===== config.mk =====
export PLATFORM = sky130hd
export DESIGN_NAME = ram_bus_master_flat
export DESIGN_NICKNAME = d
export VERILOG_FILES = /design/src/rtl/ram_bus_pkg.sv /design/src/rtl/ram_bus_master_if.sv /design/src/rtl/ram_bus_master.sv /design/src/flat_wrapper.sv
export SDC_FILE = /design/constraint.sdc
export NUM_CORES = 1
export LEC_CHECK = 0
export CORE_ASPECT_RATIO = 0.7
export CORE_MARGIN = 1.5
export CORE_UTILIZATION = 25
export DETAILED_ROUTE_END_ITERATION = 8
export PLACE_DENSITY = 0.56
export SLEW_MARGIN = 20
export SYNTH_ARGS = -nofsm -noshare
export SYNTH_HDL_FRONTEND = slang
export SYNTH_SLANG_ARGS = --single-unit
export TNS_END_PERCENT = 1

===== constraint.sdc =====
create_clock -name clk -period 3.1 [get_ports clk]
set_clock_uncertainty 0.05 [all_clocks]
set_input_delay 0.31 -clock clk [delete_from_list [all_inputs] [get_ports clk]]
set_output_delay 0.31 -clock clk [all_outputs]
set_load 0.05 [all_outputs]

===== src/rtl/ram_bus_pkg.sv =====
// Shared definitions for the RAM bus master: widths, op codes, FSM states,
// register-bank addresses and the CPU request payload.
package ram_bus_pkg;

  localparam int unsigned ADDR_W = 6;
  localparam int unsigned DATA_W = 16;

  // Register banks occupy the top of the RAM; A doubles as the accumulator.
  localparam logic [ADDR_W-1:0] REG_A = ADDR_W'(63);
  localparam logic [ADDR_W-1:0] REG_B = ADDR_W'(62);
  localparam logic [ADDR_W-1:0] REG_C = ADDR_W'(61);
  localparam logic [ADDR_W-1:0] REG_D = ADDR_W'(60);
  localparam logic [ADDR_W-1:0] ACC_ADDR_DEF = REG_A;

  typedef enum logic [1:0] {
    OP_READ    = 2'b00,
    OP_WRITE   = 2'b01,
    OP_MOVE    = 2'b10,
    OP_ACC_ADD = 2'b11
  } op_e;

  typedef enum logic [2:0] {
    ST_IDLE,
    ST_RD1,
    ST_RD2,
    ST_WR,
    ST_RESP
  } state_e;

  typedef struct packed {
    op_e               op;
    logic [ADDR_W-1:0] addr;
    logic [ADDR_W-1:0] src;
    logic [DATA_W-1:0] wdata;
  } req_t;

endpackage


===== src/rtl/ram_bus_master_if.sv =====
// CPU request/response handshake plus the RAM initiator port.
//   master : the bus master (drives req_ready, rsp_*, ram_* except ram_rdata)
//   slave  : CPU/RAM side (drives req_*, rsp_ready, ram_rdata)
interface ram_bus_master_if;
  import ram_bus_pkg::*;

  logic              req_valid;
  logic              req_ready;
  logic [1:0]        req_op;
  logic [ADDR_W-1:0] req_addr;
  logic [ADDR_W-1:0] req_src;
  logic [DATA_W-1:0] req_wdata;

  logic              rsp_valid;
  logic              rsp_ready;
  logic [DATA_W-1:0] rsp_data;
  logic              rsp_carry;

  logic              ram_read;
  logic              ram_write;
  logic [ADDR_W-1:0] ram_addr;
  logic [DATA_W-1:0] ram_wdata;
  logic [DATA_W-1:0] ram_rdata;

  modport master (
    input  req_valid, req_op, req_addr, req_src, req_wdata, rsp_ready, ram_rdata,
    output req_ready, rsp_valid, rsp_data, rsp_carry,
           ram_read, ram_write, ram_addr, ram_wdata
  );

  modport slave (
    output req_valid, req_op, req_addr, req_src, req_wdata, rsp_ready, ram_rdata,
    input  req_ready, rsp_valid, rsp_data, rsp_carry,
           ram_read, ram_write, ram_addr, ram_wdata
  );

endinterface


===== src/rtl/ram_bus_master.sv =====
// Initiator for the 64x16 register-bank RAM. Accepts one CPU request
// (READ/WRITE/MOVE/ACC_ADD), sequences the RAM accesses and returns one
// response. All outputs are registered; RAM outputs never depend
// combinationally on the request inputs.
// Ports:
//   clk, rst_n : clock, async active-low reset
//   bus        : ram_bus_master_if.master (CPU handshake + RAM port)
module ram_bus_master
  import ram_bus_pkg::*;
#(
  parameter logic [ADDR_W-1:0] ACC_ADDR = ACC_ADDR_DEF
) (
  input  logic       clk,
  input  logic       rst_n,
  ram_bus_master_if.master bus
);

  state_e            state, state_n;
  op_e               op_q, op_n;
  logic [ADDR_W-1:0] dst_q, dst_n;
  logic [DATA_W-1:0] opnd_q, opnd_n;
  logic              carry_q, carry_n;

  logic              req_ready_q, req_ready_n;
  logic              rsp_valid_q, rsp_valid_n;
  logic [DATA_W-1:0] rsp_data_q, rsp_data_n;
  logic              rsp_carry_q, rsp_carry_n;
  logic              ram_read_q, ram_read_n;
  logic              ram_write_q, ram_write_n;
  logic [ADDR_W-1:0] ram_addr_q, ram_addr_n;
  logic [DATA_W-1:0] ram_wdata_q, ram_wdata_n;

  req_t              req_c;
  logic [DATA_W:0]   sum_c;

  // Incoming request payload, only consulted on the accept edge.
  assign req_c = '{op: op_e'(bus.req_op), addr: bus.req_addr,
                   src: bus.req_src, wdata: bus.req_wdata};

  // State and registered outputs.
  always_ff @(posedge clk or negedge rst_n) begin
    if (!rst_n) begin
      state       <= ST_IDLE;
      op_q        <= OP_READ;
      dst_q       <= '0;
      opnd_q      <= '0;
      carry_q     <= 1'b0;
      req_ready_q <= 1'b1;
      rsp_valid_q <= 1'b0;
      rsp_data_q  <= '0;
      rsp_carry_q <= 1'b0;
      ram_read_q  <= 1'b0;
      ram_write_q <= 1'b0;
      ram_addr_q  <= '0;
      ram_wdata_q <= '0;
    end else begin
      state       <= state_n;
      op_q        <= op_n;
      dst_q       <= dst_n;
      opnd_q      <= opnd_n;
      carry_q     <= carry_n;
      req_ready_q <= req_ready_n;
      rsp_valid_q <= rsp_valid_n;
      rsp_data_q  <= rsp_data_n;
      rsp_carry_q <= rsp_carry_n;
      ram_read_q  <= ram_read_n;
      ram_write_q <= ram_write_n;
      ram_addr_q  <= ram_addr_n;
      ram_wdata_q <= ram_wdata_n;
    end
  end

  // Next state and next-cycle output values.
  always_comb begin
    state_n     = state;
    op_n        = op_q;
    dst_n       = dst_q;
    opnd_n      = opnd_q;
    carry_n     = carry_q;
    req_ready_n = 1'b0;
    rsp_valid_n = 1'b0;
    rsp_data_n  = rsp_data_q;
    rsp_carry_n = rsp_carry_q;
    ram_read_n  = 1'b0;
    ram_write_n = 1'b0;
    ram_addr_n  = ram_addr_q;
    ram_wdata_n = ram_wdata_q;
    sum_c       = (DATA_W+1)'(opnd_q) + (DATA_W+1)'(bus.ram_rdata);

    case (state)
      ST_IDLE: begin
        req_ready_n = 1'b1;
        if (bus.req_valid) begin
          req_ready_n = 1'b0;
          op_n        = req_c.op;
          dst_n       = req_c.addr;
          case (req_c.op)
            OP_WRITE: begin
              state_n     = ST_WR;
              ram_write_n = 1'b1;
              ram_addr_n  = req_c.addr;
              ram_wdata_n = req_c.wdata;
            end
            OP_MOVE: begin
              state_n    = ST_RD1;
              ram_read_n = 1'b1;
              ram_addr_n = req_c.src;
            end
            default: begin
              state_n    = ST_RD1;
              ram_read_n = 1'b1;
              ram_addr_n = req_c.addr;
            end
          endcase
        end
      end

      ST_RD1: begin
        opnd_n = bus.ram_rdata;
        case (op_q)
          OP_MOVE: begin
            state_n     = ST_WR;
            ram_write_n = 1'b1;
            ram_addr_n  = dst_q;
            ram_wdata_n = bus.ram_rdata;
          end
          OP_ACC_ADD: begin
            state_n    = ST_RD2;
            ram_read_n = 1'b1;
            ram_addr_n = ACC_ADDR;
          end
          default: begin
            state_n     = ST_RESP;
            rsp_valid_n = 1'b1;
            rsp_data_n  = bus.ram_rdata;
            rsp_carry_n = 1'b0;
          end
        endcase
      end

      // Operand was captured in RD1; accumulator is on ram_rdata now.
      ST_RD2: begin
        state_n     = ST_WR;
        ram_write_n = 1'b1;
        ram_addr_n  = ACC_ADDR;
        ram_wdata_n = sum_c[DATA_W-1:0];
        carry_n     = sum_c[DATA_W];
      end

      ST_WR: begin
        state_n     = ST_RESP;
        rsp_valid_n = 1'b1;
        rsp_data_n  = ram_wdata_q;
        rsp_carry_n = (op_q == OP_ACC_ADD) & carry_q;
      end

      ST_RESP: begin
        if (bus.rsp_ready) begin
          state_n     = ST_IDLE;
          req_ready_n = 1'b1;
        end else begin
          rsp_valid_n = 1'b1;
        end
      end

      default: begin
        state_n     = ST_IDLE;
        req_ready_n = 1'b1;
      end
    endcase
  end

  assign bus.req_ready = req_ready_q;
  assign bus.rsp_valid = rsp_valid_q;
  assign bus.rsp_data  = rsp_data_q;
  assign bus.rsp_carry = rsp_carry_q;
  assign bus.ram_read  = ram_read_q;
  assign bus.ram_write = ram_write_q;
  assign bus.ram_addr  = ram_addr_q;
  assign bus.ram_wdata = ram_wdata_q;

endmodule


===== src/flat_wrapper.sv =====
// flat-port wrapper written by rule: the top's interface ports become plain ports
module ram_bus_master_flat import ram_bus_pkg::*;
#(
  parameter logic [ADDR_W-1:0] ACC_ADDR = ACC_ADDR_DEF
)
  (clk, rst_n, bus_req_valid, bus_req_op, bus_req_addr, bus_req_src, bus_req_wdata, bus_rsp_ready, bus_ram_rdata, bus_req_ready, bus_rsp_valid, bus_rsp_data, bus_rsp_carry, bus_ram_read, bus_ram_write, bus_ram_addr, bus_ram_wdata);
  ram_bus_master_if bus_i ();
  input  logic clk;
  input  logic rst_n;
  input wire logic [$bits(bus_i.req_valid)-1:0] bus_req_valid;
  input wire logic [$bits(bus_i.req_op)-1:0] bus_req_op;
  input wire logic [$bits(bus_i.req_addr)-1:0] bus_req_addr;
  input wire logic [$bits(bus_i.req_src)-1:0] bus_req_src;
  input wire logic [$bits(bus_i.req_wdata)-1:0] bus_req_wdata;
  input wire logic [$bits(bus_i.rsp_ready)-1:0] bus_rsp_ready;
  input wire logic [$bits(bus_i.ram_rdata)-1:0] bus_ram_rdata;
  output wire logic [$bits(bus_i.req_ready)-1:0] bus_req_ready;
  output wire logic [$bits(bus_i.rsp_valid)-1:0] bus_rsp_valid;
  output wire logic [$bits(bus_i.rsp_data)-1:0] bus_rsp_data;
  output wire logic [$bits(bus_i.rsp_carry)-1:0] bus_rsp_carry;
  output wire logic [$bits(bus_i.ram_read)-1:0] bus_ram_read;
  output wire logic [$bits(bus_i.ram_write)-1:0] bus_ram_write;
  output wire logic [$bits(bus_i.ram_addr)-1:0] bus_ram_addr;
  output wire logic [$bits(bus_i.ram_wdata)-1:0] bus_ram_wdata;
  assign bus_i.req_valid = bus_req_valid;
  assign bus_i.req_op = bus_req_op;
  assign bus_i.req_addr = bus_req_addr;
  assign bus_i.req_src = bus_req_src;
  assign bus_i.req_wdata = bus_req_wdata;
  assign bus_i.rsp_ready = bus_rsp_ready;
  assign bus_i.ram_rdata = bus_ram_rdata;
  assign bus_req_ready = bus_i.req_ready;
  assign bus_rsp_valid = bus_i.rsp_valid;
  assign bus_rsp_data = bus_i.rsp_data;
  assign bus_rsp_carry = bus_i.rsp_carry;
  assign bus_ram_read = bus_i.ram_read;
  assign bus_ram_write = bus_i.ram_write;
  assign bus_ram_addr = bus_i.ram_addr;
  assign bus_ram_wdata = bus_i.ram_wdata;
  ram_bus_master #(.ACC_ADDR(ACC_ADDR)) u_core (.clk(clk), .rst_n(rst_n), .bus(bus_i));
endmodule

Word-level counts from Yosys, hierarchy flattened
Cells that the tools add are included. W data, S select, Z words.

Bits in latches: 0. Word-level logic and storage cells: 70. Memory bits (read-only): 0. Memories: 0. Register bits after elaboration: 71. RAM bits: 0.

Divide/modulo/power cells: 0. Bitwise gates (word level): 1. Muxes and demuxes: 31. Equality and inequality tests: 14. Reduce and logical (&&, ||, !) cells: 10. Shift operators: 0. Magnitude comparators: 0. Multipliers: 0. Add/subtract/negate cells: 1.

Operators with widths (count): $mux W16 (4); $pmux W16 S3 (1); $pmux W16 S2 (1); $pmux W6 S3 (1); $add A16 B16 Y17 (1); $pmux W3 S5 (1); $mux W6 (2); $pmux W6 S2 (1); $mux W1 (11); $pmux W1 S3 (3); $ne A2 B2 Y1 const B (4); $eq A2 B2 Y1 const B (3); $eq A3 B2 Y1 const B (2); $mux W3 (2); $pmux W3 S2 (1); $reduce_and A2 Y1 (3); $pmux W1 S2 (2); $reduce_and A4 Y1 (1); $eq A3 B1 Y1 const B (1); $eq A3 B3 Y1 const B (1); $logic_not A3 Y1 (1); $ne A3 B1 Y1 const B (1); $reduce_and A3 Y1 (1); $reduce_bool A3 Y1 (1); 7 further kinds (7).

Logic depth before layout (Yosys ltp)
Depth in word-level cells: 4. Depth in mapped cells: 9. Mapped depth without buffers: 9.

Least setup slack after synthesis
Ideal clock, no wire load.

Path type: register to register. Start: register u_core.opnd_q[0]. End: register u_core.ram_wdata_q[12], in the netlist u_core.bus.ram_wdata[12]. Slack: 1025 ps. Arrival: 1896 ps. Data required time: 2922 ps. Stages on the path, launching flop included: 10. Period minus slack after synthesis: 2075 ps. Path through: dfrtp_1 ha_1 inv_1 fa_1 nor2b_4 o31a_4 o31ai_2 o21ai_0 xnor2_1 o22ai_1.

Word-level cells in the longest chain between the ends: 2.

RTL lines: from (decl) (line ram_bus_master.sv:21) `logic [DATA_W-1:0] opnd_q, opnd_n;`; from (signal assigned) (line ram_bus_master.sv:60) `opnd_q <= opnd_n;`; $add A16 B16 Y17 (line ram_bus_master.sv:88) `sum_c = (DATA_W+1)'(opnd_q) + (DATA_W+1)'(bus.ram_rdata);`; $pmux W16 S3 (line ram_bus_master.sv:90) `case (state)`; to (signal assigned) (line ram_bus_master.sv:69) `ram_wdata_q <= ram_wdata_n;`; to (decl) (line ram_bus_master.sv:31) `logic [DATA_W-1:0] ram_wdata_q, ram_wdata_n;`.

Every way passes these cells. A chain may end at the register's enable or synchronous reset.

Worst setup path in the final report
Start: register u_core.state[0]. End: register u_core.ram_wdata_q[15], in the netlist u_core.bus.ram_wdata[15].

Word-level cells in the longest chain between the ends: 3. Elaborated cells on any way between the ends: 9. Those cells by class: 5 x eq/ne; 1 x mux; 3 x reduce/logical.

RTL lines: from (decl) (line ram_bus_master.sv:18) `state_e state, state_n;`; from (signal assigned) (line ram_bus_master.sv:57) `state <= state_n;`; $eq A3 B1 Y1 (tied with other cells) (line ram_bus_master.sv:90); $ne A2 B1 Y1 (no source line) (tied with other cells); $reduce_and A4 Y1 (no source line).

Parallel ways exist; a longest one is shown, timed or not.

==> results.md <==
* Max cap viols at 0
* Synth-to-layout area growth at 37.2%
* Post-DP HPWL at 8640 µm
* Post-synthesis register bit count at 71
* Pleak at 2.34 nW
* R2r setup slk at 0.69 ns
* GR Util met3 at 0.0393
* Clock root cell: clkbuf_16
* Logic pwr share at 0.568
* Yosys top cell by area: dfrtp_1
* Sw Share at 0.463
* Largest net degree at the start of global routing at 72
* DR vias/cell at 4.96
* Postcts setup bufs at 0
* Met2 Use GR at 0.204
* CP Data Required Time at 3.27 ns
* Grt peak-use layer: met2
* Psw at 3.13 mW
* Reg clk slew, reported paths at 0.06 ns
* Max Root-Sink Buffers at 2
* Number of setup violations in the final report at 0
* First-pass GRT wire length at 18300 µm
* RSZ-0062 raised after global routing: no
* Netlist cell types at 52
* Die height at 109 µm
* Clk_lat worst skew at 0.34 ns
* Endpoints failing hold at 0
* Clock power frac at 0.174
* Flop pwr share at 0.258
* Relative slew slack at 0.374
* Post-synthesis net count at 468
* EDFF count, synth at 0
* Antenna viol nets, final at 0
* Row count at 38
* Area contributors post-synth: dfrtp_1 (44%), mux2_2 (7.6%), o21ai_0 (5.1%)
* Drt pass-1 iters at 8
* Number of global-route vias before repair at 3309
* Status: finished, final reports clean
* Post-synthesis sequential area ratio at 0.444
* HP Class: in2async
* Port buffer count at 92
* Post-Route WL at 11800 µm
* Global route total overflow at 0
* Number of fill cells in the layout at 1547
* Grt met1 use at 0.203
* DRT iter0 DRCs at 347
* Fraction of layout cells with a size suffix above 1 at 0.132
* Worst setup EP type: flip-flop
* H-tree levels at 3
* Crit Path Class: reg2reg
* Fin. max-slew vios at 0
* Final period util at 0.779
* Design internal power at 3.63 mW
* Warnings from Yosys at 0
* Top Ports at 93
* Antenna fix cells at 0
* Area of the core at 15500 µm²
* Cts-stage hold buffer count at 0
* Die W at 154 µm
* Top_reg_cell synth: dfrtp_1
* Antenna violations before repair at 0
* Arr. time, crit path at 2.58 ns
* Final GP Congestion at 0.823
* Final Non-Filler Cells at 699
* CTS tree: done
* Mapped cell area at 4000 µm²
* Syn_area_per_cell at 9.98 µm²
* Placed cells at 683
* Clock sinks at 71
* Power density over cell area at 1230 nW/µm²
* Ys async rst share at 1.00
* Routed length per instance at 16.9 µm
* Total GRT Usage at 0.142
* Setup TNS at 0 ns
* Inserted Clock Buffers at 9
* Post-synthesis cell count at 401
* DR vias at 3467
* Initial cell density of the core at 0.257
* Post-synth top area share at 0.438
* Critical Path Fanout Max at 17
* Die area at 16800 µm²
* DRC viols at 0
* Post-CTS resize count at 0
* Tightest Pin Transition at 0.939 ns
* Final net count at 561
* Fmax at 414 MHz
* Final min period at 2.41 ns
* Startpoint types: flip-flop
* Worst VDD drop at 0.327 mV
cells by family (layout without fill, tap and decap cells):
kind of cell | after synthesis | count (layout) | synth area share
compound gates | 126 | 126 | 0.211
simple gates | 109 | 109 | 0.127
flops | 71 | 71 | 0.444
mux | 44 | 44 | 0.119
buf+inv | 28 | 126 | 0.0303
fa+ha+maj | 17 | 17 | 0.0550
xor+xnor | 6 | 6 | 0.0131
registers in the layout, summed over array words and instances, names as in the netlist:
signal                flops
u_core.opnd_q            16
u_core.state              3
u_core.bus.ram_addr       6
u_core.op_q               2
u_core.bus.ram_write      1
u_core.bus.rsp_carry      1
u_core.dst_q              6
u_core.bus.rsp_valid      1
u_core.bus.ram_wdata     16
u_core.bus.rsp_data      16
u_core.bus.ram_read       1
u_core.bus.req_ready      1
u_core.carry_q            1
worst max-delay path, stage by stage (launching register included):
cell and delay (ns):
dfrtp_1 0.67, nand3_1 0.20, or2_0 0.25, a21o_1 0.41, inv_2 0.38, mux2i_1 0.24
o31ai_1 0.09
path summary, 6_finish.rpt:
check / from / endpoint / depth (start not counted)
hold / removal: rst_n / u_core.op_q[1] / 2
min in group clk: u_core.bus.rsp_data[13] / u_core.bus.rsp_data[13] / 2
setup / recovery: u_core.state[0] / u_core.bus.ram_wdata[15] / 6
setup reg to reg: u_core.state[0] / u_core.bus.ram_wdata[15] / 6
hold reg to reg: u_core.bus.rsp_data[13] / u_core.bus.rsp_data[13] / 2
max in group asynchronous: rst_n / u_core.bus.ram_wdata[4] / 2
routing by layer:
metal  vias to the layer above  wire length [µm]
met5                         -                 0
met2                       113              5020
li1                       1662                 -
met1                      1676              5860
met3                        16               745
met4                         0               156
cell usage after synthesis, drive strengths merged (2+ instances only):
cell      n
a211o     3
o211ai    2
or3       4
dfrtp    70
o2bb2ai   2
buf      12
a221oi   14
nand2    52
nor3      7
o21ai    42
nor4      2
a22oi     6
nor2     28
o21a      5
nor2b     4
xnor2     5
nand3     5
a31oi     6
a211oi    4
ha       16
a21oi    23
a41oi     2
mux2i    17
nand4     3
o22ai     2
inv       9
o31ai     3
mux2     27
clkbuf    7
a21o      7
cell usage in the layout (no fill, tap or decap), types with 4 or more instances in the layout:
| cell | synthesis | layout |
|---|---|---|
| a21oi_1 | 23 | 23 |
| a22oi_1 | 6 | 6 |
| nand2_1 | 52 | 52 |
| mux2_2 | 27 | 27 |
| xnor2_1 | 5 | 5 |
| nand3_1 | 5 | 5 |
| nor2_1 | 28 | 28 |
| nor3_1 | 6 | 6 |
| a211oi_1 | 4 | 4 |
| dfrtp_1 | 70 | 70 |
| buf_4 | 1 | 9 |
| inv_1 | 6 | 6 |
| clkbuf_16 | 0 | 9 |
| a21o_1 | 6 | 6 |
| a31oi_1 | 6 | 6 |
| o21ai_0 | 41 | 41 |
| mux2i_1 | 17 | 17 |
| a221oi_1 | 14 | 14 |
| ha_1 | 16 | 16 |
| o21a_1 | 5 | 5 |
| clkdlybuf4s50_1 | 0 | 91 |
area by class of cell:
cell class	instances	area [µm²]	share of cell area
Clock buffer	10	229	0.0417
Clock inverter	6	109	0.0198
Multi-Input combinational cell	302	2110	0.384
Timing Repair Buffer	101	983	0.179
Sequential cell	71	1780	0.324
Inverter	9	33.8	0.00615
Tap cell	200	250	0.0456
stage by stage:
step / total power, mW / hold slack (ns) / instance area, µm² / worst slack (ns) / util
2_1_floorplan: 4.39 / -0.0356 / 4000 / 1.03 / -
3_3_place_gp: 5.54 / 0.414 / 5150 / 0.422 / 0.331
3_5_place_dp: 5.60 / 0.425 / 5150 / 0.375 / 0.331
4_1_cts: 6.80 / 0.189 / 5490 / 0.721 / 0.353
5_1_grt: 7.19 / 0.242 / 5490 / 0.532 / 0.353
6_report: 6.76 / 0.152 / 5490 / 0.686 / 0.353
power by group through the flow:
| stage | Clock [mW] | Sequential, mW | Combinational (mW) |
|---|---|---|---|
| after floorplan | 0 | 2.59 | 1.80 |
| after global routing | 1.25 | 1.80 | 4.14 |
| final | 1.18 | 1.74 | 3.84 |
| after global placement | 0 | 1.74 | 3.80 |
| after detailed placement | 0 | 1.76 | 3.84 |
| after CTS | 1.21 | 1.74 | 3.84 |
(Power assumes the default switching activity.)
